### src/rtl/ex_div_pkg.sv
// Shared encodings for the RV32M divide unit: operation codes, widths and FSM states.
package ex_div_pkg;

    localparam int REG_DATA = 32;
    localparam int REG_ADDR = 5;

    localparam logic [1:0] OP_DIV  = 2'b00;
    localparam logic [1:0] OP_DIVU = 2'b01;
    localparam logic [1:0] OP_REM  = 2'b10;
    localparam logic [1:0] OP_REMU = 2'b11;

    localparam logic [1:0] ST_IDLE = 2'd0;
    localparam logic [1:0] ST_CALC = 2'd1;
    localparam logic [1:0] ST_DONE = 2'd2;

    // DIV and REM are the signed forms; op[0] marks the unsigned variants.
    function automatic logic op_is_signed(input logic [1:0] op);
        return ~op[0];
    endfunction

endpackage

### src/rtl/div_sign_fix.sv
// Conditional two's-complement negation of a value pair; yields operand
// magnitudes on the way in and applies result signs on the way out.
module div_sign_fix
    import ex_div_pkg::*;
#(
    parameter int DATA_W = REG_DATA
) (
    input  logic [DATA_W-1:0] a,
    input  logic              neg_a,
    input  logic [DATA_W-1:0] b,
    input  logic              neg_b,
    output logic [DATA_W-1:0] a_fix,
    output logic [DATA_W-1:0] b_fix
);

    assign a_fix = neg_a ? (~a + 1'b1) : a;
    assign b_fix = neg_b ? (~b + 1'b1) : b;

endmodule

### src/rtl/ex_div.sv
// Multi-cycle RV32M divide/remainder unit: restoring division, one quotient bit
// per cycle, stalling the pipeline through hold_req_o while busy.
module ex_div
    import ex_div_pkg::*;
#(
    parameter int DATA_W = REG_DATA
) (
    input  logic                clk_100MHz,
    input  logic                rst,
    input  logic                start_i,
    input  logic [1:0]          op_i,
    input  logic [DATA_W-1:0]   dividend_i,
    input  logic [DATA_W-1:0]   divisor_i,
    input  logic [REG_ADDR-1:0] rd_addr_i,
    input  logic                flush_i,
    input  logic                hold_i,
    output logic                hold_req_o,
    output logic [DATA_W-1:0]   result_o,
    output logic                result_valid_o,
    output logic [REG_ADDR-1:0] rd_addr_o
);

    localparam int CNT_W = $clog2(DATA_W) + 1;

    logic [1:0]          state;
    logic                rem_sel;
    logic [REG_ADDR-1:0] rd_q;
    logic                neg_quo;
    logic                neg_rem;
    logic [DATA_W-1:0]   dvd_q;
    logic [DATA_W-1:0]   dsr_q;
    logic [DATA_W-1:0]   rem_q;
    logic [CNT_W-1:0]    cnt_q;

    logic                in_signed;
    logic                a_neg;
    logic                b_neg;
    logic [DATA_W-1:0]   a_mag;
    logic [DATA_W-1:0]   b_mag;
    logic                div_zero;
    logic                overflow;
    logic [DATA_W:0]     trial;
    logic [DATA_W-1:0]   quo_fix;
    logic [DATA_W-1:0]   rem_fix;

    assign in_signed = op_is_signed(op_i);
    assign a_neg     = in_signed & dividend_i[DATA_W-1];
    assign b_neg     = in_signed & divisor_i[DATA_W-1];
    assign div_zero  = (divisor_i == '0);
    assign overflow  = in_signed
                     & (dividend_i == {1'b1, {(DATA_W-1){1'b0}}})
                     & (divisor_i == '1);

    div_sign_fix #(.DATA_W(DATA_W)) u_in_fix (
        .a     (dividend_i),
        .neg_a (a_neg),
        .b     (divisor_i),
        .neg_b (b_neg),
        .a_fix (a_mag),
        .b_fix (b_mag)
    );

    // Partial remainder is kept below the divisor, so the shifted value fits in
    // DATA_W+1 bits and the top bit of the difference is a clean borrow flag.
    assign trial = {rem_q, dvd_q[DATA_W-1]} - {1'b0, dsr_q};

    div_sign_fix #(.DATA_W(DATA_W)) u_out_fix (
        .a     (dvd_q),
        .neg_a (neg_quo),
        .b     (rem_q),
        .neg_b (neg_rem),
        .a_fix (quo_fix),
        .b_fix (rem_fix)
    );

    always_ff @(posedge clk_100MHz) begin
        if (rst) begin
            state   <= ST_IDLE;
            rem_sel <= 1'b0;
            rd_q    <= '0;
            neg_quo <= 1'b0;
            neg_rem <= 1'b0;
            dvd_q   <= '0;
            dsr_q   <= '0;
            rem_q   <= '0;
            cnt_q   <= '0;
        end else if (flush_i) begin
            state <= ST_IDLE;
        end else if (!hold_i) begin
            case (state)
                ST_IDLE: begin
                    if (start_i) begin
                        rem_sel <= op_i[1];
                        rd_q    <= rd_addr_i;
                        // Special cases load final values directly, no sign fix-up.
                        if (div_zero) begin
                            dvd_q   <= '1;
                            rem_q   <= dividend_i;
                            neg_quo <= 1'b0;
                            neg_rem <= 1'b0;
                            state   <= ST_DONE;
                        end else if (overflow) begin
                            dvd_q   <= dividend_i;
                            rem_q   <= '0;
                            neg_quo <= 1'b0;
                            neg_rem <= 1'b0;
                            state   <= ST_DONE;
                        end else begin
                            dvd_q   <= a_mag;
                            dsr_q   <= b_mag;
                            rem_q   <= '0;
                            neg_quo <= a_neg ^ b_neg;
                            neg_rem <= a_neg;
                            cnt_q   <= CNT_W'(DATA_W);
                            state   <= ST_CALC;
                        end
                    end
                end
                ST_CALC: begin
                    // Dividend bits shift out the top while quotient bits fill the bottom.
                    if (!trial[DATA_W]) begin
                        rem_q <= trial[DATA_W-1:0];
                        dvd_q <= {dvd_q[DATA_W-2:0], 1'b1};
                    end else begin
                        rem_q <= {rem_q[DATA_W-2:0], dvd_q[DATA_W-1]};
                        dvd_q <= {dvd_q[DATA_W-2:0], 1'b0};
                    end
                    cnt_q <= cnt_q - 1'b1;
                    if (cnt_q == CNT_W'(1)) begin
                        state <= ST_DONE;
                    end
                end
                ST_DONE: state <= ST_IDLE;
                default: state <= ST_IDLE;
            endcase
        end
    end

    assign hold_req_o     = ((state == ST_IDLE) & start_i & ~flush_i) | (state == ST_CALC);
    assign result_valid_o = (state == ST_DONE) & ~hold_i & ~flush_i;
    assign result_o       = (state == ST_DONE) ? (rem_sel ? rem_fix : quo_fix) : '0;
    assign rd_addr_o      = rd_q;

endmodule

### config.mk
export PLATFORM = sky130hd
export DESIGN_NAME = ex_div
export DESIGN_NICKNAME = d
export VERILOG_FILES = /design/src/rtl/ex_div_pkg.sv /design/src/rtl/div_sign_fix.sv /design/src/rtl/ex_div.sv
export SDC_FILE = /design/constraint.sdc
export NUM_CORES = 1
export LEC_CHECK = 0
export CELL_PAD_IN_SITES_DETAIL_PLACEMENT = 0
export CELL_PAD_IN_SITES_GLOBAL_PLACEMENT = 2
export CORE_MARGIN = 2
export CORE_UTILIZATION = 30
export CTS_BUF_LIST = sky130_fd_sc_hd__clkbuf_4 sky130_fd_sc_hd__clkbuf_8
export DETAILED_ROUTE_END_ITERATION = 8
export PLACE_DENSITY = 0.73
export SLEW_MARGIN = 40
export SYNTH_ARGS = -nofsm -noshare
export SYNTH_HDL_FRONTEND = slang
export SYNTH_HIERARCHICAL = 1
export SYNTH_SLANG_ARGS = --single-unit
### constraint.sdc
create_clock -name clk_100MHz -period 4.2 [get_ports clk_100MHz]
set_input_delay 1.26 -clock clk_100MHz [delete_from_list [all_inputs] [get_ports clk_100MHz]]
set_output_delay 1.26 -clock clk_100MHz [all_outputs]
set_load 0.02 [all_outputs]
==> results.md, run 1 <==
- Outcome: complete, no violations
- Predominant post-synthesis flop cell: dfxtp_1
- Gr usage total: 21.3%
- Mapped Cells: 1458
- Fmax: 244 MHz
- Clock skew: roughly 0.023 ns
- Max Root-Sink Buffers: 2
- Post-synth design cell area: roughly 11000 um^2
- Pre-CTS setup slack: 0.0863 ns
- Number of synthesized flops with an enable pin: 0
- Multi-input logic area: 7900 um^2
- Final Max Slew Viols: 0
- Most common cell in the netlist: nand2_1
- Synth top cells by count: nand2_1, a21oi_1, nor2_1
- Unrepaired setup endpoints after global routing: true
- Internal power: 1.97 mW
- Final WL: between 30000 and 40000 um
- Wire per inst: around 19 um
- Vias/cell: 5.33
- CP Capture Type: output pin
- LEAKAGE: 4.69 nW
- NetSw: roughly 1.4 mW
- Crit path time final: around 4.1 ns
- Ys async rst share: 0%
- Final Instance Count excl. Fillers: between 2000 and 2500
- CTS H-tree lvls: 3
- Kind of critical path: flip-flop to output pin
- Top cells by area, synth: dfxtp_1, xnor2_1, a21oi_1
- GP Congestion: 0.892
- PortBufs: around 110
- Detailed-route via count: 11070
- Peak VDD IR: 0.146 mV
- Iteration-0 DRC Markers: 708
- Post-DP Area: 12800 um^2
- Post-layout nets: around 1700
- Power share of the clock group: 19.9%
- Worst Tran Pin Value: ~0.73 ns
- Sequential Power Share: 34.3%
- Clk_lat worst skew: 0.43 ns
- WP data arrival: 2.83 ns
- Global-route wire length before repair: 61300 um
- Area growth syn-to-layout: 25.7%
- Reg clk slew, reported paths: 0.11 ns
- Core footprint: ~35000 um^2
- Final instance area: 13300 um^2
- Post-DP HPWL: 30100 um
- Gate power share: 45.9%
- Vias in the first global route: ~11000
- Die ar.: 36700 um^2
- Row cnt: roughly 70
- Worst Path Required: 2.94 ns
- Synth warn: 6
- CTS root buffer: clkbuf_8
- Library cells used by synthesis: between 60 and 70
- DRC Markers: 0
- TritonCTS clock tree: done
- Antenna-violating nets left: 0
- Placed cell count: 2051
- Reg area: between 2000 and 2500 um^2
- Startpoint types: flip-flop
- Fin crit share: 97.4%
- Final setup fails: 0
- Max-Cap Viols: 0
- Fin Setup TNS: 0 ns
- Die height: approximately 190 um
- Die extent in x: 192 um
- Post-layout utilization of the core: 38.3%
- Worst Hold Class: flip-flop to flip-flop
- Final setup margin: 0.108 ns
- Drt first pass iters: 5
- Overflow after GRT: 0
- CP Max Fanout: 4
- Power per Cell Area: 254 nW/um^2
- Cts hold-fix bufs: 0
- Starting Density: 30.5%
- Cell taking the most area after synthesis: dfxtp_1
- ANT cells: 0
- Largest net degree at the start of global routing: 81
- Share of layout cells above drive strength 1: 14.5%
- Ports: 115
- Yosys reg bits: ~110
- Mean area per synthesized cell: 7.24 um^2
- Number of buffers created by CTS: 9
- Sequential share of the synthesized area: 21.2%
- Syn_nets: approximately 1600
- Rel. slew slack: 51.3%
- Final Hold Fails: 0
- Filler cells: 3728
- Area share of the largest cell type after synthesis: 21.2%
- Sw Ratio: 41.5%
- Sinks on Clock Net: roughly 110
- Initial antenna violation count: 1
-- metal layers --
metal	global-route usage (%)	share of wire, %	up-vias
li1	-	-	5632
met1	31.4	51	5184
met2	33.1	43	224
met3	2.16	3.6	30
met4	5.06	1.6	0
met5	0	0	-
-- worst max-delay path: stages (launching register included) --
cell	delay [ns]
dfxtp_2	0.34
or4_4	0.57
or4_4	0.54
buf_4	0.17
o41ai_2	0.30
xnor2_1	0.16
mux2i_1	0.08
nor2_1	0.12
buf_4	0.15
-- cells by family (layout without fill, tap and decap cells) --
family	after synthesis	after routing	synth area share, %
and+or+nand+nor	565	566	25.7
AOI/OAI and AO/OA	409	409	26.7
xor gates and xnor gates	150	150	12.4
buffers and inverters	147	311	5.90
DFF	112	112	21.2
adders and majority gates	39	39	4.69
muxes	36	36	3.41
-- final timing paths --
kind | slack (ns) | cells past startpoint | start | end
hold reg to reg | 0.46 | 2 | dsr_q[14] | dsr_q[14]
setup / recovery | 0.11 | 8 | dvd_q[11] | result_o[22]
hold / removal | 0.46 | 2 | dsr_q[14] | dsr_q[14]
setup reg to reg | 0.62 | 13 | dvd_q[31] | rem_q[19]
-- placed cells by master, fill, tap and decap left out, types with 8 or more instances in the layout --
cell / Yosys / layout
nand2_1: 168 / 168
a21oi_1: 167 / 167
nor2_1: 166 / 165
xnor2_1: 136 / 136
buf_4: 4 / 125
dfxtp_1: 112 / 107
clkdlybuf4s50_1: 0 / 96
nor3_1: 54 / 52
inv_1: 49 / 49
o21ai_0: 46 / 46
nand4_1: 43 / 43
ha_1: 38 / 38
mux2i_1: 36 / 36
o31ai_1: 43 / 34
or3_1: 25 / 25
nor4_1: 25 / 24
o41ai_1: 24 / 19
nand2b_1: 19 / 18
o311a_1: 17 / 17
nand3_1: 17 / 15
xor2_1: 14 / 14
a211oi_1: 13 / 13
o41ai_2: 12 / 13
a21o_1: 12 / 12
o21ai_1: 12 / 11
a31oi_1: 11 / 11
a211oi_2: 10 / 10
clkbuf_8: 0 / 10
or4_1: 10 / 8
or4_4: 6 / 8
o31ai_2: 0 / 8
-- metrics by stage --
step	hold slack (ns)	total power [mW]
global route	0.482	3.58
finish	0.459	3.37
CTS	0.463	3.36
global placement	0.443	2.62
detailed placement	0.446	2.63
floorplan	0.436	2.12
-- cell type report --
type,instances,area share (%)
multi-input combinational,1200,59.5
sequential,112,16.9
timing repair buffer,245,16.5
tap,455,4.29
inverter,50,1.41
clock buffer,10,1.04
clock inverter,6,0.339
-- power by group through the flow --
stage	clock network (mW)	registers [mW]	logic (mW)
2_1_floorplan	0	1.18	0.939
3_3_place_gp	0	1.18	1.45
3_5_place_dp	0	1.18	1.45
4_1_cts	0.702	1.15	1.50
5_1_grt	0.728	1.16	1.69
6_report	0.669	1.15	1.54
-- registers in the layout (all words and copies together), names as in the netlist --
name	count
neg_quo	1
dvd_q	32
cnt_q	6
neg_rem	1
rem_sel	1
rem_q	32
dsr_q	32
rd_addr_o	5
state	2
-- timing repair --
action,in CTS,in global routing
buffers inserted,6,4
cloned,1,0
pin swaps,2,17
gates resized for setup,61,31
endpoints found under the setup margin,14,18
(Power assumes the default switching activity.)
==> inputs of run 2 (changes only) <==
Clock period 4.2 ns to 5.3 ns, I/O delays scaled along.
==> results.md, run 2 (synthesis gave the netlist of run 1 again) <==
- Outcome: complete, no violations
- Max-Cap Viols: 0 (unchanged)
- Startpoint types: flip-flop
- Worst Hold Class: flip-flop to flip-flop
- Final WL: 38000 um (-2.7%)
- RR Endpoint: rem_q[24]
- Max incr delay on CP: 0.60 ns (+0.03 ns)
- Clock skew: 0.0149 ns (-0.00838 ns)
- Share of layout cells above drive strength 1: 6.63% (-7.9 points)
- Die ar.: 36700 um^2 (unchanged)
- Overflow after GRT: 0 (unchanged)
- Worst path slowest cell: clkdlybuf4s50_1
- Cts hold-fix bufs: 0 (unchanged)
- Worst Hold End: dsr_q[31]
- Fin Setup TNS: 0 ns (unchanged)
- Fmax: 201 MHz
- Starting Density: 30.5% (unchanged)
- Vias in the first global route: 9912 (-6.0%)
- Gr usage total: 20.6% (-0.72 points)
- Cells along the critical path: or4_4 > or4_4 > o41ai_1 > xnor2_1 > mux2i_1 > nor2_1 > clkdlybuf4s50_1
- Area growth syn-to-layout: 16.5%
- Wire per inst: 19.2 um (+2.1%)
- Hold depth: 2 (unchanged)
- CP Capture Type: output pin
- Worst Tran Pin Value: 0.917 ns (+0.187 ns)
- Most common cell after layout, fill and taps aside: nand2_1
- Core footprint: 34600 um^2 (unchanged)
- Peak VDD IR: 0.114 mV (-22%)
- Ports: 115 (unchanged)
- CP dominant cell by count: or4_4
- RR Startpoint: dvd_q[31]
- Kind of critical path: flip-flop to output pin
- Largest net degree at the start of global routing: 87 (+7.4%)
- Top Registers: dsr_q (32), dvd_q (32), rem_q (32)
- Setup Fix Bufs, Post-CTS: 0 (-6)
- CTS root buffer: clkbuf_8
- Max Root-Sink Buffers: 2 (unchanged)
- Die height: 192 um (unchanged)
- Post-DP HPWL: 29200 um (-3.1%)
- Final setup fails: 0 (unchanged)
- CP Max Fanout: 11 (+7)
- Reg2Reg Depth: 13 (unchanged)
- WP data arrival: 3.38 ns (+0.55 ns)
- Number of buffers created by CTS: 9 (unchanged)
- Vias/cell: 5.44 (+2.1%)
- CP Buf/Inv Count: 1 (-1)
- Rel. slew slack: 38.3% (-13 points)
- Commonest cells after routing, fill and taps aside: nand2_1, a21oi_1, nor2_1
- Reg2Reg Setup Slack: 1.39 ns (+0.77 ns)
- DRC Markers: 0 (unchanged)
- Critical path's top delay family: simple AND/OR/NAND/NOR gates
- PortBufs: 114 (unchanged)
- Worst Path Required: 3.71 ns (+0.77 ns)
- LEAKAGE: 4.07 nW (-13%)
- Sinks on Clock Net: 112 (unchanged)
- Antenna-violating nets left: 0 (unchanged)
- Filler cells: 3713 (-0.40%)
- Fin crit share: a little over nine tenths
- CTS H-tree lvls: 3 (unchanged)
- Unrepaired setup endpoints after global routing: false
- Clk_lat worst skew: 0.41 ns (-0.02 ns)
- Drt first pass iters: 5 (unchanged)
- TritonCTS clock tree: done
- Global-route wire length before repair: 59200 um (-3.5%)
- Crit path time final: 4.97 ns
- Multi-input logic area: 7720 um^2 (-2.2%)
- Initial antenna violation count: 1 (unchanged)
- Pwr Total: 2.53 mW (-25%)
- Hold Crit Start: dsr_q[31]
- Detailed-route via count: 10772 (-2.7%)
- Row cnt: 68 (unchanged)
- GP Congestion: 0.873 (-2.1%)
- Post-layout nets: 1634 (-5.7%)
- Reg clk slew, reported paths: 0.11 ns (about the same)
- Iteration-0 DRC Markers: 708 (unchanged)
- Power per Cell Area: 206 nW/um^2 (-19%)
- Reg area: 2250 um^2 (-0.11%)
- Final Hold Fails: 0 (unchanged)
- Die extent in x: 192 um (unchanged)
- Final Max Slew Viols: 0 (unchanged)
- Gates resized, CTS repair: 0 (-100%)
==> run 2: cell count changes in the layout (fill, tap and decap cells not counted), sizes merged <==
cell           before  now
clkinvlp            3    0
diode               0    1
dlygate4sd2         3    0
or4                17   16
buf               142   34
clkdlybuf4s50      96  113
dlymetal6s2s        3    0
clkbuf             11   13
==> run 2: tightest hold or removal path, cell delays in order, from the launching register on <==
cell,delay (ns)
dfxtp_1,0.32
nand2_1,0.05
a21oi_1,0.05
==> run 2: final cells by class <==
cell class              instances  area share (%)
clock inverters                 3           0.122
flip-flops and latches        112            18.2
multi-input cells            1199            62.7
well taps                     455            4.63
inverters                      50            1.53
clock buffers                  13            1.40
diodes                          1          0.0203
repair buffers                147            11.3
==> run 2: worst max path at each step <==
stage	slack, ns	cells after the start	endpoint	start
6_report	0.33	7	result_o[26]	rem_q[16]
5_1_grt	0.11	7	result_o[26]	rem_q[4]
4_1_cts	0.30	7	result_o[26]	rem_q[16]
3_5_place_dp	0.69	4	hold_req_o	flush_i
3_3_place_gp	0.68	4	hold_req_o	flush_i
2_1_floorplan	1.39	7	result_o[26]	dvd_q[12]
==> run 2: stage by stage <==
step | utilization, % | setup slack [ns] | hold slack [ns] | area, um^2 | std cells
finish | 35.5 | 0.326 | 0.460 | 12300 | 1980
floorplan | - | 1.39 | 0.436 | 10600 | 1458
detailed placement | 35.0 | 0.685 | 0.447 | 12100 | 1963
CTS | 35.5 | 0.296 | 0.464 | 12300 | 1979
global route | 35.5 | 0.105 | 0.476 | 12300 | 1979
global placement | 35.0 | 0.685 | 0.442 | 12100 | 1963
==> run 2: where the power goes <==
part           switching (mW)  internal (mW)  total (mW)
clock                   0.318          0.214       0.532
combinational           0.652          0.408        1.06
sequential             0.0624          0.879       0.941
total                    1.03           1.50        2.53
==> run 2: metal layers <==
| metal | vias up | global-route usage (%) | part of all wire, % |
|---|---|---|---|
| li1 | 5422 | - | - |
| met1 | 5059 | 30.4 | 51 |
| met2 | 249 | 31.0 | 43 |
| met3 | 42 | 2.43 | 3.9 |
| met4 | 0 | 6.45 | 2.5 |
| met5 | - | 0 | 0 |
==> inputs of run 3 (changes only) <==
Settings changed: SLEW_MARGIN 40 to 20.
==> results.md, run 3 (synthesis gave the netlist of run 1 again) <==
- Vias in the first global route: 9911 (-0.010%)
- Number of buffers created by CTS: 9 (unchanged)
- Fin crit share: 94.1% (+0.22 points)
- Kind of critical path: flip-flop to output pin
- Vias/cell: 5.43 (-0.18%)
- Overflow after GRT: 0 (unchanged)
- Share of layout cells above drive strength 1: 6.63% (unchanged)
- Cts hold-fix bufs: 0 (unchanged)
- Detailed-route via count: 10753 (-0.18%)
- Clk_lat worst skew: 0.41 ns (about the same)
- Max-Cap Viols: 0 (unchanged)
- Wire per inst: 19.1 um (-0.20%)
- Worst Hold Class: flip-flop to flip-flop
- Area growth syn-to-layout: 16.4% (about the same)
- Fin Setup TNS: 0 ns (unchanged)
- PortBufs: 114 (unchanged)
- Initial antenna violation count: 1 (unchanged)
- CTS H-tree lvls: 3 (unchanged)
- Max Root-Sink Buffers: 2 (unchanged)
- Crit path time final: 4.99 ns (+0.0119 ns)
- Die height: 192 um (unchanged)
- Rel. slew slack: 31.0% (-7.3 points)
- Fmax: 201 MHz (-0.24%)
- Startpoint types: flip-flop
- LEAKAGE: 4.07 nW (about the same)
- Final Hold Fails: 0 (unchanged)
- CP Capture Type: output pin
- Die ar.: 36700 um^2 (unchanged)
- Starting Density: 30.5% (unchanged)
- Iteration-0 DRC Markers: 790 (+12%)
- Global-route wire length before repair: 59200 um (about the same)
- Gates resized, CTS repair: 0 (unchanged)
- Final setup fails: 0 (unchanged)
- Final setup margin: 0.314 ns (-0.0119 ns)
- WP data arrival: 3.40 ns (+0.02 ns)
- Outcome: complete, no violations
- Cells along the critical path: or4_4 > or4_4 > o41ai_1 > xnor2_1 > mux2i_1 > nor2_1 > clkdlybuf4s50_1
- Gr usage total: 20.6% (about the same)
- Worst hold margin: 0.460 ns (+0.000115 ns)
- Top Registers: dsr_q (32), dvd_q (32), rem_q (32)
- Final WL: 37900 um (-0.20%)
- Worst path slowest cell: clkdlybuf4s50_1
- Setup Fix Bufs, Post-CTS: 0 (unchanged)
- Sinks on Clock Net: 112 (unchanged)
- Antenna-violating nets left: 0 (unchanged)
- Max incr delay on CP: 0.61 ns (about the same)
- Drt first pass iters: 5 (unchanged)
- DRC Markers: 0 (unchanged)
- CP dominant cell by count: or4_4
- Power per Cell Area: 206 nW/um^2 (+0.25%)
- Ports: 115 (unchanged)
- TritonCTS clock tree: done
- CTS root buffer: clkbuf_8
- Post-DP HPWL: 29200 um (about the same)
- Core footprint: 34600 um^2 (unchanged)
- GP Congestion: 0.873 (unchanged)
- Largest net degree at the start of global routing: 87 (unchanged)
- Peak VDD IR: 0.114 mV (-0.57%)
- CP Max Fanout: 11 (unchanged)
- Most common cell after layout, fill and taps aside: nand2_1
- Unrepaired setup endpoints after global routing: false
- Die extent in x: 192 um (unchanged)
- Worst Tran Pin Value: 1.04 ns (+0.118 ns)
- Worst Path Required: 3.71 ns (about the same)
- Pre-CTS setup slack: 0.685 ns (unchanged)
- Post-layout nets: 1634 (unchanged)
- Reg clk slew, reported paths: 0.12 ns (about the same)
- Filler cells: 3712 (-0.027%)
- Clock skew: 0.0146 ns (-0.000286 ns)
- Row cnt: 68 (unchanged)
- Final Max Slew Viols: 0 (unchanged)
- Commonest cells after routing, fill and taps aside: nand2_1, a21oi_1, nor2_1
-- run 3: cell counts in the layout (fill, tap and decap cells not counted) --
Identical to the previous run, type by type.
-- run 3: worst max-delay path: cells and delay by family (launching register included) --
kind,cells,cell delay [ns]
mux,1,0.10
xor+xnor,1,0.19
compound gates,1,0.43
buf+inv,1,0.61
simple gates,3,1.25
flops,1,0.40
-- run 3: final timing paths --
path | depth (start not counted) | startpoint | slack, ns | end
setup / recovery | 7 | rem_q[16] | 0.31 | result_o[26]
setup reg to reg | 13 | dvd_q[31] | 1.39 | rem_q[24]
hold reg to reg | 2 | dsr_q[31] | 0.46 | dsr_q[31]
hold / removal | 2 | dsr_q[31] | 0.46 | dsr_q[31]
-- run 3: final cells by class --
class / instances / area (um^2) / area share (%)
inverters: 50 / 188 / 1.53
clock inverters: 3 / 15.0 / 0.122
clock buffers: 13 / 173 / 1.40
diodes: 1 / 2.50 / 0.0204
flip-flops and latches: 112 / 2240 / 18.2
multi-input cells: 1199 / 7720 / 62.8
well taps: 455 / 569 / 4.63
repair buffers: 147 / 1390 / 11.3
-- run 3: through the flow --
step	cell area [um^2]	utilization (%)	total power [mW]	cells
2_1_floorplan	10600	-	1.68	1458
3_3_place_gp	12100	35.0	2.01	1963
3_5_place_dp	12100	35.0	2.01	1963
4_1_cts	12300	35.5	2.55	1979
5_1_grt	12300	35.5	2.70	1979
6_report	12300	35.5	2.54	1980
-- run 3: metal layers --
metal  wire [um]  part of all wire [%]  track usage, %
met5           0                     0               0
met4         895                   2.4            6.45
met3        1410                   3.7            2.43
met2       16100                    43            30.9
met1       19500                    51            30.4
-- run 3: report_power, final --
| group | switching, mW | internal [mW] | total (mW) |
|---|---|---|---|
| sequential | 0.0625 | 0.879 | 0.942 |
| clock | 0.321 | 0.214 | 0.534 |
| combinational | 0.653 | 0.407 | 1.06 |
